[config.mk]
export PLATFORM = sky130hd
export DESIGN_NAME = enc_swc
export DESIGN_NICKNAME = d
export VERILOG_FILES = /design/src/rtl/enc_swc.sv
export SDC_FILE = /design/constraint.sdc
export NUM_CORES = 1
export LEC_CHECK = 0
export BUFFER_PORTS_ARGS = -buffer_cell sky130_fd_sc_hd__buf_2
export CAP_MARGIN = 20
export CORE_ASPECT_RATIO = 1.2
export CORE_MARGIN = 10
export CORE_UTILIZATION = 55
export DETAILED_ROUTE_END_ITERATION = 8
export GPL_ROUTABILITY_DRIVEN = 1
export GPL_TIMING_DRIVEN = 1
export PLACE_DENSITY = 0.8
export SETUP_SLACK_MARGIN = 0.15
export SYNTH_ARGS = -nofsm -noshare
export SYNTH_HDL_FRONTEND = slang
export SYNTH_SLANG_ARGS = --single-unit
[constraint.sdc]
create_clock -name hclk -period 3.1 [get_ports hclk]
set_clock_uncertainty 0.1 [all_clocks]
set_input_delay 0.31 -clock hclk [delete_from_list [all_inputs] [get_ports hclk]]
set_output_delay 0.31 -clock hclk [all_outputs]
set_load 0.02 [all_outputs]
[src/rtl/enc_swc.sv]
// RV32I instruction encoder: op index + fields -> 32-bit word, queued in a small output FIFO.
// Define ENC_SWC_RANGE_CHECK_EN to flag out-of-range immediates instead of truncating them.
module enc_swc #(
  parameter int DEPTH = 2,
  parameter int CNT_W = 16
) (
  input  logic             hclk,
  input  logic             hrst,
  input  logic             enc_valid,
  output logic             enc_ready,
  input  logic [5:0]       enc_op,
  input  logic [4:0]       enc_rd,
  input  logic [4:0]       enc_rs1,
  input  logic [4:0]       enc_rs2,
  input  logic [31:0]      enc_imm,
  output logic [31:0]      inst_out,
  output logic             inst_err,
  output logic             inst_valid,
  input  logic             inst_ready,
  output logic [CNT_W-1:0] enc_count
);

  localparam int PTR_W = $clog2(DEPTH);
  localparam int OCC_W = $clog2(DEPTH + 1);
  localparam logic [OCC_W-1:0] OCC_FULL = OCC_W'(DEPTH);

  localparam logic [6:0] OPC_LUI    = 7'h37;
  localparam logic [6:0] OPC_AUIPC  = 7'h17;
  localparam logic [6:0] OPC_JAL    = 7'h6F;
  localparam logic [6:0] OPC_JALR   = 7'h67;
  localparam logic [6:0] OPC_BRANCH = 7'h63;
  localparam logic [6:0] OPC_LOAD   = 7'h03;
  localparam logic [6:0] OPC_STORE  = 7'h23;
  localparam logic [6:0] OPC_OPIMM  = 7'h13;
  localparam logic [6:0] OPC_OP     = 7'h33;
  localparam logic [6:0] OPC_MISC   = 7'h0F;
  localparam logic [6:0] OPC_SYSTEM = 7'h73;

  // FMT_IU is I-type layout with an unsigned 12-bit field (CSR address, fence bits)
  typedef enum logic [3:0] {
    FMT_U, FMT_J, FMT_I, FMT_IU, FMT_SH, FMT_B, FMT_S, FMT_R, FMT_FIX, FMT_ILL
  } fmt_e;

  fmt_e        fmt;
  logic [6:0]  opc;
  logic [2:0]  f3;
  logic [6:0]  f7;
  logic [31:0] fix_word;
  logic [31:0] word_raw;
  logic        imm_bad;
  logic        enc_err;
  logic [31:0] enc_word;

  always_comb begin
    fmt      = FMT_ILL;
    opc      = 7'h00;
    f3       = 3'd0;
    f7       = 7'h00;
    fix_word = 32'h0;
    case (enc_op)
      6'd0:  begin fmt = FMT_U;   opc = OPC_LUI;    end
      6'd1:  begin fmt = FMT_U;   opc = OPC_AUIPC;  end
      6'd2:  begin fmt = FMT_J;   opc = OPC_JAL;    end
      6'd3:  begin fmt = FMT_I;   opc = OPC_JALR;   end
      6'd4:  begin fmt = FMT_B;   opc = OPC_BRANCH; f3 = 3'd0; end
      6'd5:  begin fmt = FMT_B;   opc = OPC_BRANCH; f3 = 3'd1; end
      6'd6:  begin fmt = FMT_B;   opc = OPC_BRANCH; f3 = 3'd4; end
      6'd7:  begin fmt = FMT_B;   opc = OPC_BRANCH; f3 = 3'd5; end
      6'd8:  begin fmt = FMT_B;   opc = OPC_BRANCH; f3 = 3'd6; end
      6'd9:  begin fmt = FMT_B;   opc = OPC_BRANCH; f3 = 3'd7; end
      6'd10: begin fmt = FMT_I;   opc = OPC_LOAD;   f3 = 3'd0; end
      6'd11: begin fmt = FMT_I;   opc = OPC_LOAD;   f3 = 3'd1; end
      6'd12: begin fmt = FMT_I;   opc = OPC_LOAD;   f3 = 3'd2; end
      6'd13: begin fmt = FMT_I;   opc = OPC_LOAD;   f3 = 3'd4; end
      6'd14: begin fmt = FMT_I;   opc = OPC_LOAD;   f3 = 3'd5; end
      6'd15: begin fmt = FMT_S;   opc = OPC_STORE;  f3 = 3'd0; end
      6'd16: begin fmt = FMT_S;   opc = OPC_STORE;  f3 = 3'd1; end
      6'd17: begin fmt = FMT_S;   opc = OPC_STORE;  f3 = 3'd2; end
      6'd18: begin fmt = FMT_I;   opc = OPC_OPIMM;  f3 = 3'd0; end
      6'd19: begin fmt = FMT_I;   opc = OPC_OPIMM;  f3 = 3'd2; end
      6'd20: begin fmt = FMT_I;   opc = OPC_OPIMM;  f3 = 3'd3; end
      6'd21: begin fmt = FMT_I;   opc = OPC_OPIMM;  f3 = 3'd4; end
      6'd22: begin fmt = FMT_I;   opc = OPC_OPIMM;  f3 = 3'd6; end
      6'd23: begin fmt = FMT_I;   opc = OPC_OPIMM;  f3 = 3'd7; end
      6'd24: begin fmt = FMT_SH;  opc = OPC_OPIMM;  f3 = 3'd1; end
      6'd25: begin fmt = FMT_SH;  opc = OPC_OPIMM;  f3 = 3'd5; end
      6'd26: begin fmt = FMT_SH;  opc = OPC_OPIMM;  f3 = 3'd5; f7 = 7'h20; end
      6'd27: begin fmt = FMT_R;   opc = OPC_OP;     f3 = 3'd0; end
      6'd28: begin fmt = FMT_R;   opc = OPC_OP;     f3 = 3'd0; f7 = 7'h20; end
      6'd29: begin fmt = FMT_R;   opc = OPC_OP;     f3 = 3'd1; end
      6'd30: begin fmt = FMT_R;   opc = OPC_OP;     f3 = 3'd2; end
      6'd31: begin fmt = FMT_R;   opc = OPC_OP;     f3 = 3'd3; end
      6'd32: begin fmt = FMT_R;   opc = OPC_OP;     f3 = 3'd4; end
      6'd33: begin fmt = FMT_R;   opc = OPC_OP;     f3 = 3'd5; end
      6'd34: begin fmt = FMT_R;   opc = OPC_OP;     f3 = 3'd5; f7 = 7'h20; end
      6'd35: begin fmt = FMT_R;   opc = OPC_OP;     f3 = 3'd6; end
      6'd36: begin fmt = FMT_R;   opc = OPC_OP;     f3 = 3'd7; end
      6'd37: begin fmt = FMT_IU;  opc = OPC_MISC;   f3 = 3'd0; end
      6'd38: begin fmt = FMT_FIX; fix_word = 32'h0000100F; end
      6'd39: begin fmt = FMT_FIX; fix_word = 32'h00000073; end
      6'd40: begin fmt = FMT_FIX; fix_word = 32'h00100073; end
      6'd41: begin fmt = FMT_IU;  opc = OPC_SYSTEM; f3 = 3'd1; end
      6'd42: begin fmt = FMT_IU;  opc = OPC_SYSTEM; f3 = 3'd2; end
      6'd43: begin fmt = FMT_IU;  opc = OPC_SYSTEM; f3 = 3'd3; end
      6'd44: begin fmt = FMT_IU;  opc = OPC_SYSTEM; f3 = 3'd5; end
      6'd45: begin fmt = FMT_IU;  opc = OPC_SYSTEM; f3 = 3'd6; end
      6'd46: begin fmt = FMT_IU;  opc = OPC_SYSTEM; f3 = 3'd7; end
      default: fmt = FMT_ILL;
    endcase
  end

  always_comb begin
    word_raw = 32'h0;
    case (fmt)
      FMT_U:   word_raw = {enc_imm[31:12], enc_rd, opc};
      FMT_J:   word_raw = {enc_imm[20], enc_imm[10:1], enc_imm[11], enc_imm[19:12], enc_rd, opc};
      FMT_I,
      FMT_IU:  word_raw = {enc_imm[11:0], enc_rs1, f3, enc_rd, opc};
      FMT_SH:  word_raw = {f7, enc_imm[4:0], enc_rs1, f3, enc_rd, opc};
      FMT_B:   word_raw = {enc_imm[12], enc_imm[10:5], enc_rs2, enc_rs1, f3,
                           enc_imm[4:1], enc_imm[11], opc};
      FMT_S:   word_raw = {enc_imm[11:5], enc_rs2, enc_rs1, f3, enc_imm[4:0], opc};
      FMT_R:   word_raw = {f7, enc_rs2, enc_rs1, f3, enc_rd, opc};
      FMT_FIX: word_raw = fix_word;
      default: word_raw = 32'h0;
    endcase
  end

`ifdef ENC_SWC_RANGE_CHECK_EN
  // A signed field fits when every bit above it matches its sign bit
  logic i_ok, b_ok, j_ok;
  assign i_ok = (&enc_imm[31:11]) | ~(|enc_imm[31:11]);
  assign b_ok = ((&enc_imm[31:12]) | ~(|enc_imm[31:12])) & ~enc_imm[0];
  assign j_ok = ((&enc_imm[31:20]) | ~(|enc_imm[31:20])) & ~enc_imm[0];

  always_comb begin
    imm_bad = 1'b0;
    case (fmt)
      FMT_U:        imm_bad = |enc_imm[11:0];
      FMT_J:        imm_bad = ~j_ok;
      FMT_I, FMT_S: imm_bad = ~i_ok;
      FMT_B:        imm_bad = ~b_ok;
      FMT_SH:       imm_bad = |enc_imm[31:5];
      FMT_IU:       imm_bad = |enc_imm[31:12];
      default:      imm_bad = 1'b0;
    endcase
  end
`else
  assign imm_bad = 1'b0;
`endif

  assign enc_err  = (fmt == FMT_ILL) | imm_bad;
  assign enc_word = enc_err ? 32'h0 : word_raw;

  logic [32:0]      mem_q [DEPTH];
  logic [32:0]      mem_d [DEPTH];
  logic [PTR_W-1:0] wr_ptr_q, wr_ptr_d;
  logic [PTR_W-1:0] rd_ptr_q, rd_ptr_d;
  logic [OCC_W-1:0] occ_q, occ_d;
  logic             ready_q, ready_d;
  logic [CNT_W-1:0] cnt_q, cnt_d;
  logic             push, pop;

  assign push = enc_valid & ready_q;
  assign pop  = inst_valid & inst_ready;

  // ready is taken from the next occupancy so a pop while full only frees a slot next cycle
  always_comb begin
    mem_d    = mem_q;
    wr_ptr_d = wr_ptr_q + PTR_W'(push);
    rd_ptr_d = rd_ptr_q + PTR_W'(pop);
    cnt_d    = cnt_q + CNT_W'(push);
    occ_d    = occ_q;
    if (push) mem_d[wr_ptr_q] = {enc_err, enc_word};
    case ({push, pop})
      2'b10:   occ_d = occ_q + OCC_W'(1);
      2'b01:   occ_d = occ_q - OCC_W'(1);
      default: occ_d = occ_q;
    endcase
    ready_d = (occ_d != OCC_FULL);
  end

  always_ff @(posedge hclk or posedge hrst) begin
    if (hrst) begin
      for (int i = 0; i < DEPTH; i++) mem_q[i] <= '0;
      wr_ptr_q <= '0;
      rd_ptr_q <= '0;
      occ_q    <= '0;
      ready_q  <= 1'b0;
      cnt_q    <= '0;
    end else begin
      mem_q    <= mem_d;
      wr_ptr_q <= wr_ptr_d;
      rd_ptr_q <= rd_ptr_d;
      occ_q    <= occ_d;
      ready_q  <= ready_d;
      cnt_q    <= cnt_d;
    end
  end

  assign enc_ready  = ready_q;
  assign enc_count  = cnt_q;
  assign inst_valid = (occ_q != '0);
  assign inst_out   = inst_valid ? mem_q[rd_ptr_q][31:0] : 32'h0;
  assign inst_err   = inst_valid & mem_q[rd_ptr_q][32];

endmodule
==> flow_metrics.tcl, run 1 <==
set metrics [dict create \
    ys_async_sr_fraction 1.00 \
    cell_area_after_synthesis_um2 5020 \
    drv_slew 0 \
    cellLeakagePower_uw 0.00273 \
    worst_setup_sp_type "flop" \
    ff2ff_setup_slack_ns 0.90 \
    diode_insertion_count_for_antenna_repair 0 \
    cp.required_ns 2.69 \
    grt.total_usage 0.215 \
    hold_class "in -> reg" \
    start_util 0.559 \
    fp-row-count 38 \
    finish.net_count 714 \
    worst-slew-pin-transition_ns 0.885 \
    synth-seq-cells 85 \
    wl_per_cell_um 18.7 \
    worstSetupPathType "reg -> out" \
    worst-path-max-fanout 22 \
    clock_tree.root_cell "clkbuf_8" \
    timing.hold.worst.start "enc_rs2[2]" \
    postSynth.topFlopCell "dfrtp_1" \
    postSynthAreaPerCell_um2 8.88 \
    max-cap-violations 0 \
    grt_start_max_net_pins 49 \
    setup_violations 0 \
    cp-end-kind "primary output" \
    critical_path_startpoint "rd_ptr_q$_DFF_PP0_" \
    vias_in_the_first_global_route 4677 \
    drive_above_1_share 0.239 \
    report.final.hold_viol_count 0 \
    dp_hpwl_um 10900 \
    grt_pass1_wl_um 23500 \
    globalplace.congestion 0.983 \
    dieArea_um2 13400 \
    yosys.cell_types.count 57 \
    ctsLongestPathBuffers 2 \
    critical_path.reg2reg.startpoint "enc_ready$_DFF_PP0_" \
    detail_route.drc_violations 0 \
    clock_tree.htree_level_count 3 \
    numClockSinks 85 \
    timing.fmax_ghz 0.420 \
    setup.worst_path.end "inst_out[23]" \
    seq_area_frac_synth 0.424 \
    post-synth-top-area-fraction 0.424 \
    io_buffers 107 \
    globalRouteOverflowTotal 0 \
    path_cells "buf_4 > mux2i_1 > nor2_1 > buf_2" \
    timing.hold.ws_ns 0.101 \
    arrival_ns 1.97 \
    timing.max_slew.rel_slack 0.394 \
    dpl_worst_slack_ns 0.450 \
    worst_r2r_endpoint "mem_q[24]$_DFFE_PP0P_" \
    power_per_cell_area_nw_per_um2 913 \
    post-synth-top-count-cell "nor2_1" \
    multi_input_area_um2 2650 \
    status "finished clean" \
    ir_worst_vdd_v 0.000312 \
    area.sequential_um2 2130 \
    synth.cells.most_frequent "nor2_1 (95), dfrtp_1 (85), a21oi_1 (53)" \
    io_pins 108 \
    area_growth_pct 17.1 \
    min_period_ns 2.38 \
    setup_total_negative_slack_ns 0 \
    tritoncts_clock_tree "done" \
    synth_fp_nets 627 \
    drt.antenna.violating_nets 0 \
    rsz0062_at_grt "no" \
    vias 4703 \
    synth_edf_count 0 \
    layout_setup_ws_ns 0.718 \
    fill_cells 748 \
    clkSlewWorstSetupHoldPaths_ns 0.08 \
    floorplan.die.width_um 107 \
    synth_area_leader_cell "dfrtp_1" \
    routed_wl_um 14500 \
    yosys_warnings 0 \
    initial_antenna_violation_count 0 \
    synth.area.top_cells "dfrtp_1 (42%), nor2_1 (7.1%), mux2i_1 (6.8%), a21oi_1 (5.3%), a22oi_1 (3.1%)" \
    reg2reg_depth 8 \
    dieHeight_um 125 \
    cts_buffers 9 \
    clock_latency_ns 0.35 \
    critical-path-slowest-cell "dfrtp_2" \
    netlist_instances 565 \
    post_route_clock_period_utilization 0.768 \
    avgViaCountPerCell 6.05 \
    coreArea_um2 8990 \
    drtIter0Drc 336 \
    cpPeakStageDelay_ns 0.61 \
    detail_route.first_pass.iterations 5 \
    postCtsSetupBuffers 0 \
]
## sequential cells by signal, summed over array words and instances (netlist names)
signal,cells
enc_ready,1
rd_ptr_q,1
wr_ptr_q,1
enc_count,16
mem_q,64
occ_q,2
## power breakdown
part	internal (µW)	total [µW]	switching, µW
combinational	964	2590	1630
sequential	1590	1910	316
clock	495	870	375
## layer usage
layer / GRT usage / wire length, µm / vias to the layer above
met3: 0.0564 / 1040 / 39
met1: 0.243 / 5610 / 2279
met2: 0.362 / 7290 / 180
li1: - / - / 2205
met4: 0.111 / 575 / 0
met5: 0 / 0 / -
## cells by family after synthesis
| group | after synthesis | share of synthesized area |
|---|---|---|
| AO/OA/AOI/OAI | 166 | 0.218 |
| XOR/XNOR | 23 | 0.0401 |
| flip-flops | 85 | 0.424 |
| buffers and inverters | 64 | 0.0511 |
| multiplexers | 43 | 0.0880 |
| adder cells (fa/ha/maj) | 5 | 0.0125 |
| AND/OR/NAND/NOR | 179 | 0.166 |
## how the worst min path moves through the flow
| stage | to | slack, ns | cells past startpoint |
|---|---|---|---|
| after floorplan | mem_q[21]$_DFFE_PP0P_ | 0.34 | 2 |
| after global placement | enc_count[15]$_DFF_PP0_ | 0.35 | 1 |
| after detailed placement | enc_count[15]$_DFF_PP0_ | 0.36 | 1 |
| after CTS | mem_q[55]$_DFFE_PP0P_ | 0.09 | 3 |
| after global routing | mem_q[55]$_DFFE_PP0P_ | 0.11 | 3 |
| final | mem_q[55]$_DFFE_PP0P_ | 0.10 | 3 |
## layout by cell type (no fill, tap or decap), types with 11 or more instances in the layout
cell / n
xnor2_1: 15
a22oi_1: 21
a21oi_1: 53
o21ai_0: 24
clkbuf_8: 11
mux2i_1: 34
nor2_1: 94
dfrtp_1: 84
buf_2: 107
nand2_1: 21
buf_4: 16
inv_1: 15
## per-stage QoR
step	instances	util	power (µW)	cell area [µm²]
floorplan	565	-	3680	5020
global placement	760	0.628	4420	5650
detailed placement	760	0.628	4530	5650
CTS	777	0.654	5410	5880
global route	777	0.654	5750	5880
finish	777	0.654	5370	5880
## worst max-delay path: cells and delay by family (launching register included)
family        cells  cell delay (ns)
flops             1             0.61
simple gates      1             0.06
buf+inv           2             0.62
mux               1             0.30
## layout make-up
| type | count | area share |
|---|---|---|
| multi-input cells | 416 | 0.451 |
| flip-flops and latches | 85 | 0.362 |
| repair buffers | 124 | 0.113 |
| clock buffers | 12 | 0.0264 |
| well taps | 120 | 0.0255 |
| clock inverters | 4 | 0.0119 |
| inverters | 16 | 0.0104 |
## repair_timing
item	in CTS	in global routing
hold buffers	1	0
resized for setup	0	0
endpoints found under the hold margin	45	0
Note: power is estimated with default switching activity, not from simulation.
==> inputs of run 2 (changes only) <==
- ABC_AREA: unset -> 1
- clock period: 3.1 -> 2.2 ns (I/O delays scaled with it)
==> flow_metrics.tcl, run 2 <==
set metrics [dict create \
    drv_slew 0 \
    hold_class "in -> reg" \
    timing.hold.ws_ns 0.0598 \
    vias 5436 \
    dp_hpwl_um 11500 \
    grt_pass1_wl_um 26200 \
    ys_async_sr_fraction 1.00 \
    fill_cells 752 \
    clock_tree.htree_level_count 3 \
    start_util 0.568 \
    share_seq_of_total_power 0.349 \
    yosys_warnings 0 \
    clock_latency_ns 0.37 \
    netlist_instances 745 \
    setup_violations 0 \
    grt.total_usage 0.234 \
    post_route_clock_period_utilization 0.906 \
    dieArea_um2 13700 \
    switching_power_uw 3370 \
    layout_common_cells "nand2_1 (316), buf_2 (107), dfrtp_1 (83)" \
    min_period_ns 1.99 \
    clock_tree.root_cell "clkbuf_8" \
    wl_per_cell_um 16.6 \
    timing.max_slew.rel_slack 0.594 \
    io_buffers 107 \
    setup_total_negative_slack_ns 0 \
    synth.cells.most_frequent "nand2_1 (318), dfrtp_1 (85), nand3_1 (59)" \
    drtIter0Drc 348 \
    detail_route.drc_violations 0 \
    synth_compound_area_frac 0.106 \
    cellLeakagePower_uw 0.00349 \
    routed_wl_um 16300 \
    worst-slew-pin-transition_ns 0.608 \
    synth_fp_nets 807 \
    comb_power_share 0.465 \
    yosys.cell_types.count 34 \
    post-route-cell-area_um2 6300 \
    cp-end-kind "flop" \
    detail_route.first_pass.iterations 6 \
    status "finished clean" \
    synth-adder-area-share 0.0121 \
    synth_top_family_by_area "simple AND/OR/NAND/NOR gates" \
    worst_setup_sp_type "flop" \
    floorplan.die.width_um 108 \
    clockPowerShare 0.187 \
    dr_wl_met2_um 7800 \
    postSynthAreaPerCell_um2 6.92 \
    post-synth-top-area-fraction 0.412 \
    power_per_cell_area_nw_per_um2 1190 \
    highest_layer "met4" \
    ff2ff_setup_slack_ns 0.21 \
    wl_met3_um 1510 \
    dpl_worst_slack_ns -0.0168 \
    arrival_ns 2.19 \
    synth_edf_count 0 \
    grt_start_max_net_pins 45 \
    synth_area_leader_cell "dfrtp_1" \
    final_common_cell "nand2_1" \
    dieHeight_um 126 \
    worstSetupPathType "reg -> reg" \
    diode_insertion_count_for_antenna_repair 0 \
    synth.area.mux_share 0 \
    synth-seq-cells 85 \
    drive_above_1_share 0.242 \
    switching_share 0.450 \
    totalPowerFinal_uw 7500 \
    initial_antenna_violation_count 0 \
    coreArea_um2 9080 \
    timing.fmax_ghz 0.502 \
    rsz0062_at_grt "yes" \
    seq_area_frac_synth 0.412 \
    synth.area.top_cells "dfrtp_1 (41%), nand2_1 (23%), nand3_1 (5.7%), a21oi_1 (4.6%), inv_1 (3.5%)" \
    cts_buffers 9 \
    numClockSinks 85 \
    cell_area_after_synthesis_um2 5160 \
    postSynth.topFlopCell "dfrtp_1" \
    report.final.hold_viol_count 0 \
    internal_power_uw 4120 \
    vias_in_the_first_global_route 5297 \
    globalRouteOverflowTotal 0 \
    registers.top_by_ff_count "mem_q" \
    placedInstanceArea_um2 5880 \
    finish.net_count 922 \
    fp-row-count 38 \
    clkSlewWorstSetupHoldPaths_ns 0.09 \
    drt.antenna.violating_nets 0 \
    tritoncts_clock_tree "done" \
    layout_setup_ws_ns 0.207 \
    avgViaCountPerCell 5.52 \
    max-cap-violations 0 \
    ctsLongestPathBuffers 2 \
    synth-xor-area-share 0.0272 \
    synth_simple_gate_area_frac 0.368 \
    io_pins 108 \
    cp.required_ns 2.39 \
    worst-path-max-fanout 3 \
    post-synth-top-count-cell "nand2_1" \
    largest_register_ffs 64 \
    globalplace.congestion 0.955 \
    area_growth_pct 22.2 \
    wl_met1_um 6750 \
    ir_worst_vdd_v 0.000629 \
]
## run 2: cell types whose count changed after synthesis, moves of 16 or more
cell	previous run	this run
mux2i_1	34	0
nand2_1	21	318
a22oi_1	21	5
nand3_1	7	59
nor2_1	95	39
inv_1	16	48
## run 2: per-layer routing
metal  up-vias  track usage
met5         -            0
met4         0       0.0746
met3        27       0.0546
met2       259        0.376
met1      2560        0.304
li1       2590            -
## run 2: metrics by stage
step                      utilization  std cells
after floorplan                     -        745
after detailed placement        0.647        961
final                           0.694        985
after CTS                       0.685        983
after global routing            0.694        985
after global placement          0.647        961
## run 2: what timing repair did
| item | CTS | global route |
|---|---|---|
| setup buffers | 5 | 2 |
| hold endpoints to repair | 24 | 0 |
| pin swaps | 4 | 5 |
| hold buffers | 1 | 0 |
| endpoints found under the setup margin | 5 | 15 |
| gates resized for setup | 9 | 18 |
## run 2: power groups by stage
stage / registers [µW] / logic [µW] / clock network, µW
after detailed placement: 2590 / 3370 / 0
after CTS: 2580 / 3420 / 1410
after global placement: 2560 / 3300 / 0
after floorplan: 2620 / 2150 / 0
after global routing: 2690 / 3840 / 1480
final: 2610 / 3490 / 1400
## run 2: final timing paths
path	depth (start not counted)	to	startpoint
max in group asynchronous	4	enc_count[10]$_DFF_PP0_	hrst
min	5	mem_q[60]$_DFFE_PP0P_	enc_imm[7]
max reg2reg	10	enc_count[13]$_DFF_PP0_	enc_ready$_DFF_PP0_
max	10	enc_count[13]$_DFF_PP0_	enc_ready$_DFF_PP0_
min in group asynchronous	3	enc_ready$_DFF_PP0_	hrst
min reg2reg	1	enc_count[15]$_DFF_PP0_	enc_count[15]$_DFF_PP0_
## run 2: cell families (layout without fill, tap and decap cells)
logic type / count (synthesis) / after routing
XOR/XNOR: 16 / 16
buffers and inverters: 94 / 214
flip-flops: 85 / 85
AO/OA/AOI/OAI: 94 / 94
adder cells (fa/ha/maj): 5 / 5
AND/OR/NAND/NOR: 451 / 451
## run 2: area by class of cell
type	instances	area [µm²]	share of cell area
Clock buffer	9	124	0.0197
Clock inverter	7	128	0.0202
Inverter	60	233	0.0369
Multi-Input combinational cell	566	2750	0.436
Sequential cell	85	2130	0.338
Tap cell	120	150	0.0238
Timing Repair Buffer	138	791	0.125
## run 2: worst max-delay path: stages (launching register included)
cell and delay, ns:
dfrtp_2 0.38, nand2_2 0.07, inv_2 0.10, ha_4 0.16
nand3_1 0.13, nor3_2 0.28, nand3_2 0.15, nor2_4 0.15
nand3_4 0.11, nor2_2 0.12, xor2_1 0.17
